<file path="src/rtl/mips_pkg.sv">
// Shared MIPS pipeline definitions: opcodes, ALU op codes,
// ID-stage FSM encoding and control-bundle field order.
package mips_pkg;

    localparam logic [5:0] OP_RTYPE = 6'h00;
    localparam logic [5:0] OP_LW    = 6'h23;
    localparam logic [5:0] OP_SW    = 6'h2B;
    localparam logic [5:0] OP_BEQ   = 6'h04;
    localparam logic [5:0] OP_ADDI  = 6'h08;

    localparam logic [1:0] ALUOP_ADD   = 2'b00;
    localparam logic [1:0] ALUOP_SUB   = 2'b01;
    localparam logic [1:0] ALUOP_FUNCT = 2'b10;

    typedef enum logic {
        ST_RUN    = 1'b0,
        ST_BUBBLE = 1'b1
    } id_state_e;

    typedef struct packed {
        logic       regdst;
        logic       alusrc;
        logic       memtoreg;
        logic       regwrite;
        logic       memread;
        logic       memwrite;
        logic       branch;
        logic [1:0] aluop;
    } ctrl_t;

    localparam int    CTRL_W   = $bits(ctrl_t);
    localparam ctrl_t CTRL_NOP = '0;

    function automatic logic rt_is_src(input logic [5:0] op);
        return (op == OP_RTYPE) || (op == OP_SW) || (op == OP_BEQ);
    endfunction

endpackage

</file>
<file path="src/rtl/id_ctrl_decode.sv">
// Opcode to control-bundle decoder for the ID stage.
// Purely combinational; unknown opcodes yield all-zero control.
module id_ctrl_decode
    import mips_pkg::*;
(
    input  logic [5:0]        opcode_i,
    output logic [CTRL_W-1:0] ctrl_o,
    output logic              illegal_o
);

    ctrl_t c;

    always_comb begin
        c         = CTRL_NOP;
        illegal_o = 1'b0;
        unique case (opcode_i)
            OP_RTYPE: begin
                c.regdst   = 1'b1;
                c.regwrite = 1'b1;
                c.aluop    = ALUOP_FUNCT;
            end
            OP_LW: begin
                c.alusrc   = 1'b1;
                c.memtoreg = 1'b1;
                c.regwrite = 1'b1;
                c.memread  = 1'b1;
                c.aluop    = ALUOP_ADD;
            end
            OP_SW: begin
                c.alusrc   = 1'b1;
                c.memwrite = 1'b1;
                c.aluop    = ALUOP_ADD;
            end
            OP_BEQ: begin
                c.branch = 1'b1;
                c.aluop  = ALUOP_SUB;
            end
            OP_ADDI: begin
                c.alusrc   = 1'b1;
                c.regwrite = 1'b1;
                c.aluop    = ALUOP_ADD;
            end
            default: illegal_o = 1'b1;
        endcase
    end

    assign ctrl_o = c;

endmodule

</file>
<file path="src/rtl/id_stage.sv">
// MIPS instruction-decode stage with load-use stall and ID/EX register.
// Optional macro ID_PERF_CNT_EN adds saturating stall/flush counters.
module id_stage
    import mips_pkg::*;
#(
    parameter int DATA_W = 32,
    parameter int RA_W   = 5
) (
    input  logic              clk,
    input  logic              rst_n,
    input  logic              ifid_valid,
    input  logic [31:0]       ifid_instr,
    input  logic [31:0]       ifid_pc,
    output logic              id_ready,
    input  logic              ex_flush,
    output logic [RA_W-1:0]   rf_rn1,
    output logic [RA_W-1:0]   rf_rn2,
    input  logic [DATA_W-1:0] rf_rd1,
    input  logic [DATA_W-1:0] rf_rd2,
    output logic              idex_valid,
    output logic [31:0]       idex_pc,
    output logic [DATA_W-1:0] idex_rd1,
    output logic [DATA_W-1:0] idex_rd2,
    output logic [DATA_W-1:0] idex_imm,
    output logic [RA_W-1:0]   idex_rs,
    output logic [RA_W-1:0]   idex_rt,
    output logic [RA_W-1:0]   idex_rd,
    output logic              idex_regdst,
    output logic              idex_alusrc,
    output logic              idex_memtoreg,
    output logic              idex_regwrite,
    output logic              idex_memread,
    output logic              idex_memwrite,
    output logic              idex_branch,
    output logic [1:0]        idex_aluop,
`ifdef ID_PERF_CNT_EN
    output logic [31:0]       perf_stall_cnt,
    output logic [31:0]       perf_flush_cnt,
`endif
    output logic              idex_illegal
);

    id_state_e         state_q;
    logic              valid_q;
    logic [31:0]       pc_q;
    logic [DATA_W-1:0] rd1_q;
    logic [DATA_W-1:0] rd2_q;
    logic [DATA_W-1:0] imm_q;
    logic [RA_W-1:0]   rs_q;
    logic [RA_W-1:0]   rt_q;
    logic [RA_W-1:0]   rd_q;
    ctrl_t             ctrl_q;
    logic              illegal_q;

    logic [5:0]        opcode;
    logic [RA_W-1:0]   rs_d;
    logic [RA_W-1:0]   rt_d;
    logic [RA_W-1:0]   rd_d;
    logic [DATA_W-1:0] imm_d;
    logic [CTRL_W-1:0] dec_raw;
    ctrl_t             dec_ctrl;
    logic              dec_illegal;
    logic              hazard;
    logic              stall;
    logic              issue;

    assign opcode = ifid_instr[31:26];
    assign rs_d   = ifid_instr[21 +: RA_W];
    assign rt_d   = ifid_instr[16 +: RA_W];
    assign rd_d   = ifid_instr[11 +: RA_W];
    assign imm_d  = {{(DATA_W-16){ifid_instr[15]}}, ifid_instr[15:0]};

    id_ctrl_decode u_dec (
        .opcode_i  (opcode),
        .ctrl_o    (dec_raw),
        .illegal_o (dec_illegal)
    );

    assign dec_ctrl = ctrl_t'(dec_raw);

    // A load in EX whose target feeds this instruction must wait a cycle.
    always_comb begin
        hazard = ifid_valid && valid_q && ctrl_q.memread
              && (rt_q != '0)
              && ((rt_q == rs_d) || (rt_is_src(opcode) && (rt_q == rt_d)));
        stall  = (state_q == ST_RUN) && hazard && !ex_flush;
        issue  = ifid_valid && !ex_flush && !stall;
    end

    assign id_ready = !stall;
    assign rf_rn1   = rs_d;
    assign rf_rn2   = rt_d;

    always_ff @(posedge clk or negedge rst_n) begin
        if (!rst_n) begin
            state_q   <= ST_RUN;
            valid_q   <= 1'b0;
            pc_q      <= '0;
            rd1_q     <= '0;
            rd2_q     <= '0;
            imm_q     <= '0;
            rs_q      <= '0;
            rt_q      <= '0;
            rd_q      <= '0;
            ctrl_q    <= CTRL_NOP;
            illegal_q <= 1'b0;
        end else begin
            state_q   <= stall ? ST_BUBBLE : ST_RUN;
            valid_q   <= issue;
            ctrl_q    <= issue ? dec_ctrl : CTRL_NOP;
            illegal_q <= issue && dec_illegal;
            if (ifid_valid) begin
                pc_q  <= ifid_pc;
                rd1_q <= rf_rd1;
                rd2_q <= rf_rd2;
                imm_q <= imm_d;
                rs_q  <= rs_d;
                rt_q  <= rt_d;
                rd_q  <= rd_d;
            end
        end
    end

    assign idex_valid    = valid_q;
    assign idex_pc       = pc_q;
    assign idex_rd1      = rd1_q;
    assign idex_rd2      = rd2_q;
    assign idex_imm      = imm_q;
    assign idex_rs       = rs_q;
    assign idex_rt       = rt_q;
    assign idex_rd       = rd_q;
    assign idex_regdst   = ctrl_q.regdst;
    assign idex_alusrc   = ctrl_q.alusrc;
    assign idex_memtoreg = ctrl_q.memtoreg;
    assign idex_regwrite = ctrl_q.regwrite;
    assign idex_memread  = ctrl_q.memread;
    assign idex_memwrite = ctrl_q.memwrite;
    assign idex_branch   = ctrl_q.branch;
    assign idex_aluop    = ctrl_q.aluop;
    assign idex_illegal  = illegal_q;

`ifdef ID_PERF_CNT_EN
    logic [31:0] stall_cnt_q;
    logic [31:0] flush_cnt_q;

    always_ff @(posedge clk or negedge rst_n) begin
        if (!rst_n) begin
            stall_cnt_q <= '0;
            flush_cnt_q <= '0;
        end else begin
            if (stall && (stall_cnt_q != '1))
                stall_cnt_q <= stall_cnt_q + 32'd1;
            if (ex_flush && ifid_valid && (flush_cnt_q != '1))
                flush_cnt_q <= flush_cnt_q + 32'd1;
        end
    end

    assign perf_stall_cnt = stall_cnt_q;
    assign perf_flush_cnt = flush_cnt_q;
`endif

endmodule

</file>
<file path="config.mk">
export PLATFORM = sky130hd
export DESIGN_NAME = id_stage
export DESIGN_NICKNAME = d
export VERILOG_FILES = /design/src/rtl/mips_pkg.sv /design/src/rtl/id_ctrl_decode.sv /design/src/rtl/id_stage.sv
export SDC_FILE = /design/constraint.sdc
export NUM_CORES = 1
export LEC_CHECK = 0
export ABC_AREA = 1
export ABC_CLOCK_PERIOD_IN_PS = 1100
export CAP_MARGIN = 40
export CORE_AREA = 4 4 130 132
export DETAILED_ROUTE_END_ITERATION = 10
export DIE_AREA = 0 0 134 136
export HOLD_SLACK_MARGIN = 0.15
export PLACE_DENSITY = 0.77
export SLEW_MARGIN = 25
export SYNTH_ARGS = -nofsm -noshare
export SYNTH_HDL_FRONTEND = slang
export SYNTH_HIERARCHICAL = 1
export SYNTH_SLANG_ARGS = --single-unit
export TNS_END_PERCENT = 10
</file>
<file path="constraint.sdc">
create_clock -name clk -period 1.1 [get_ports clk]
set_input_delay 0.22 -clock clk [delete_from_list [all_inputs] [get_ports clk]]
set_output_delay 0.22 -clock clk [all_outputs]
set_load 0.05 [all_outputs]
</file>
==> flow_summary.json <==
{
  "peakVddDrop_mv": 1.037,
  "start_util_pct": 35.59,
  "skew_ns": 0.006840,
  "port_buffers": 296,
  "yosys.area_share.adder_pct": 0,
  "worstReg2RegEnd": "idex_aluop[1]",
  "vias": 5395,
  "synthesis.nets": 798,
  "grt_max_degree": 79,
  "rsz0062_at_grt": "yes",
  "synth_xor_area_share_pct": 0.4698,
  "crit_required_ns": 0.88,
  "cp_cell_sequence": "xor2_1 -> nor2_1 -> nand3_1 -> o21ai_2 -> nand2_4 -> buf_6",
  "failed_checks": "negative setup slack",
  "antenna_found_initial": 0,
  "postRouteAntennaNets": 0,
  "slowest_delay_ns": 0.44,
  "cts_tree": "built",
  "end_kind": "output port",
  "max_freq_mhz": 539.1,
  "core_sq_um": 15710,
  "worstMarginPinSlew_ns": 0.3438,
  "reg2reg_depth": 9,
  "grt.total_usage_pct": 20.81,
  "root_buffer": "clkbuf_16",
  "synth_cells": 666,
  "status": "finished with violations",
  "synth_top_family_by_area": "simple AND/OR/NAND/NOR gates",
  "whs_path_depth": 3,
  "syn_area_sq_um": 5593,
  "clock_path_buffers": 2,
  "ys_ff_latch": 134,
  "vias_per_cell": 4.503,
  "syn_to_final_growth_pct": 103.2,
  "gp_congestion": 0.8498,
  "dieHeight_um": 136,
  "synth_flop_cell": "dfrtp_1",
  "reg2reg_from": "idex_rt[0]",
  "worstPathMaxFanout": 4,
  "seq_area_frac_synth_pct": 59.96,
  "postLayoutSetupSlackWorst_ns": -0.7549,
  "routed_wl_um": 19300,
  "rows": 46,
  "fill_cells": 1052,
  "yosys.area_share.simple_pct": 29.46,
  "wire_per_inst_um": 16.11,
  "min_period_ns": 1.855,
  "drtIter0Drc": 213,
  "hpwl_um": 14080,
  "setup_viol": 167,
  "grt_pass1_wl_um": 29370,
  "tns_ns": -26.26,
  "synth_most_common_cell": "nand2_1",
  "nets": 1101,
  "hp-start": "ifid_instr[20]",
  "muxShareOfSynthArea_pct": 0,
  "yosys.area.top_type": "dfrtp_1",
  "cp.arrival_ns": 1.63,
  "worstSetupPathType": "reg2out",
  "min_to": "idex_rt[4]",
  "finalMaxSlewViolations": 0,
  "yosysUniqueCellTypes": 21,
  "n_antenna_cell": 0,
  "regToRegSetupSlack_ns": -0.46,
  "globalRouteOverflowTotal": 0,
  "start_kind": "flop",
  "cts-buffers-inserted": 17,
  "timing.final.crit_share_pct": 168.6,
  "drtPass1Iterations": 4,
  "grt_pass1_vias": 5613,
  "pin_count": 297,
  "drive_above_1_share_pct": 29.63,
  "yosys-top-cells-area": "dfrtp_1 60%, nand2_1 26%, buf_4 4.6%",
  "ys_top_cells_by_count": "382 x nand2_1, 134 x dfrtp_1, 34 x buf_4, 33 x inv_1, 14 x nor2_1",
  "drc": 0,
  "htreeDepth": 4,
  "cts.sinks": 134,
  "drv_cap": 0,
  "clock_latency_ns": 0.41,
  "slowest_stage": "dfrtp_2",
  "p_leak_nw": 5.663,
  "synth_warnings": 6,
  "synth_async_sr_flop_share_pct": 100.0,
  "die-area_sq_um": 18220,
  "synth-edff-count": 0,
  "die_w_um": 134,
  "hold_class": "in2reg",
  "hold_viol": 0,
  "utilization_pct": 72.33,
  "synth.avg_cell_area_sq_um": 8.398,
  "synth_compound_area_share_pct": 0.8277,
  "power_density_nw_per_um2": 1532,
  "path_clk_slew_ns": 0.06,
  "netlist.area_leader.share_pct": 59.96,
  "maxSlewHeadroom_pct": 77.08
}
## power by group
group | switching, mW | internal, mW
Combinational | 2.84 | 2.71
Sequential | 0.481 | 5.35
Clock | 2.07 | 3.96
## cell usage in the layout (no fill, tap or decap), drive strengths merged
cell type / instances
clkinvlp: 1
clkbuf: 24
nor3: 1
bufinv: 4
xnor2: 1
inv: 37
nand4: 1
nor2: 28
dlymetal6s2s: 1
o21ai: 8
dlygate4sd3: 1
clkinv: 4
a31oi: 1
dlygate4sd2: 9
dfrtp: 134
buf: 214
xor2: 2
nand2: 384
nand3: 8
clkdlybuf4s50: 119
## registers in the layout, indices dropped and copies added, names as in the netlist
signal,count
idex_aluop,2
idex_rd1,32
idex_rd2,32
idex_branch,1
idex_alusrc,1
idex_regdst,1
idex_regwrite,1
idex_valid,1
state_q,1
idex_memtoreg,1
idex_illegal,1
idex_imm,16
idex_pc,32
idex_rt,5
idex_memread,1
idex_memwrite,1
idex_rs,5
## critical path, delay by kind of cell (launching register included)
kind                   cells  cell delay [ns]
AO/OA/AOI/OAI              1             0.10
AND/OR/NAND/NOR            3             0.36
XOR/XNOR                   1             0.17
flip-flops                 1             0.44
buffers and inverters      1             0.16
## kinds of logic (layout without fill, tap and decap cells)
kind of cell	Yosys count	in the layout
and+or+nand+nor	422	422
DFF	134	134
buffers and inverters	98	414
AOI/OAI and AO/OA	9	9
xor gates and xnor gates	3	3
## area by class of cell
class,count,area (sq um),area share [%]
tap,216,270.3,2.378
inverter,37,143.9,1.266
clock buffer,23,478.0,4.206
sequential,134,3369,29.65
multi-input combinational,434,1778,15.64
clock inverter,9,147.6,1.299
timing repair buffer,345,5177,45.56
## through the flow
| stage | power [mW] | hold WS, ns | cell area [sq um] | cells | setup WS [ns] |
|---|---|---|---|---|---|
| after floorplan | 8.121 | -0.07559 | 5613 | 666 | -0.4567 |
| after global placement | 11.26 | 0.08899 | 10500 | 1154 | -0.6903 |
| after detailed placement | 11.35 | 0.09245 | 10500 | 1154 | -0.6970 |
| after CTS | 17.54 | 0.2241 | 11260 | 1192 | -0.7532 |
| after global routing | 18.05 | 0.2302 | 11360 | 1198 | -0.8279 |
| final | 17.41 | 0.1957 | 11360 | 1198 | -0.7549 |
## worst max path at each step
stage | start | end | slack, ns | depth (start not counted)
floorplan | idex_rt[4] | idex_memread | -0.46 | 10
global placement | ifid_instr[25] | id_ready | -0.69 | 9
detailed placement | ifid_instr[20] | id_ready | -0.70 | 9
CTS | idex_rt[2] | id_ready | -0.75 | 8
global route | idex_rt[0] | id_ready | -0.83 | 8
finish | idex_rt[0] | id_ready | -0.75 | 6
## metal layers
layer  up-vias  routed length (um)  GRT usage, %
met2       225               10010         37.93
met3        44                1722         7.550
met5         -                   0             0
met1      2567                7012         21.93
met4         0                 549         8.000
li1       2559                   -             -
## what timing repair did
item / 4_1_cts / 5_1_grt
gates cloned: 3 / 0
endpoints found under the setup margin: 177 / 168
pin swaps: 1 / 6
setup buffers: 2 / 6
hold buffers: 1 / 0
hold endpoints to repair: 134 / 0
resized for setup: 28 / 17
Power figures use the tool's default switching activity.
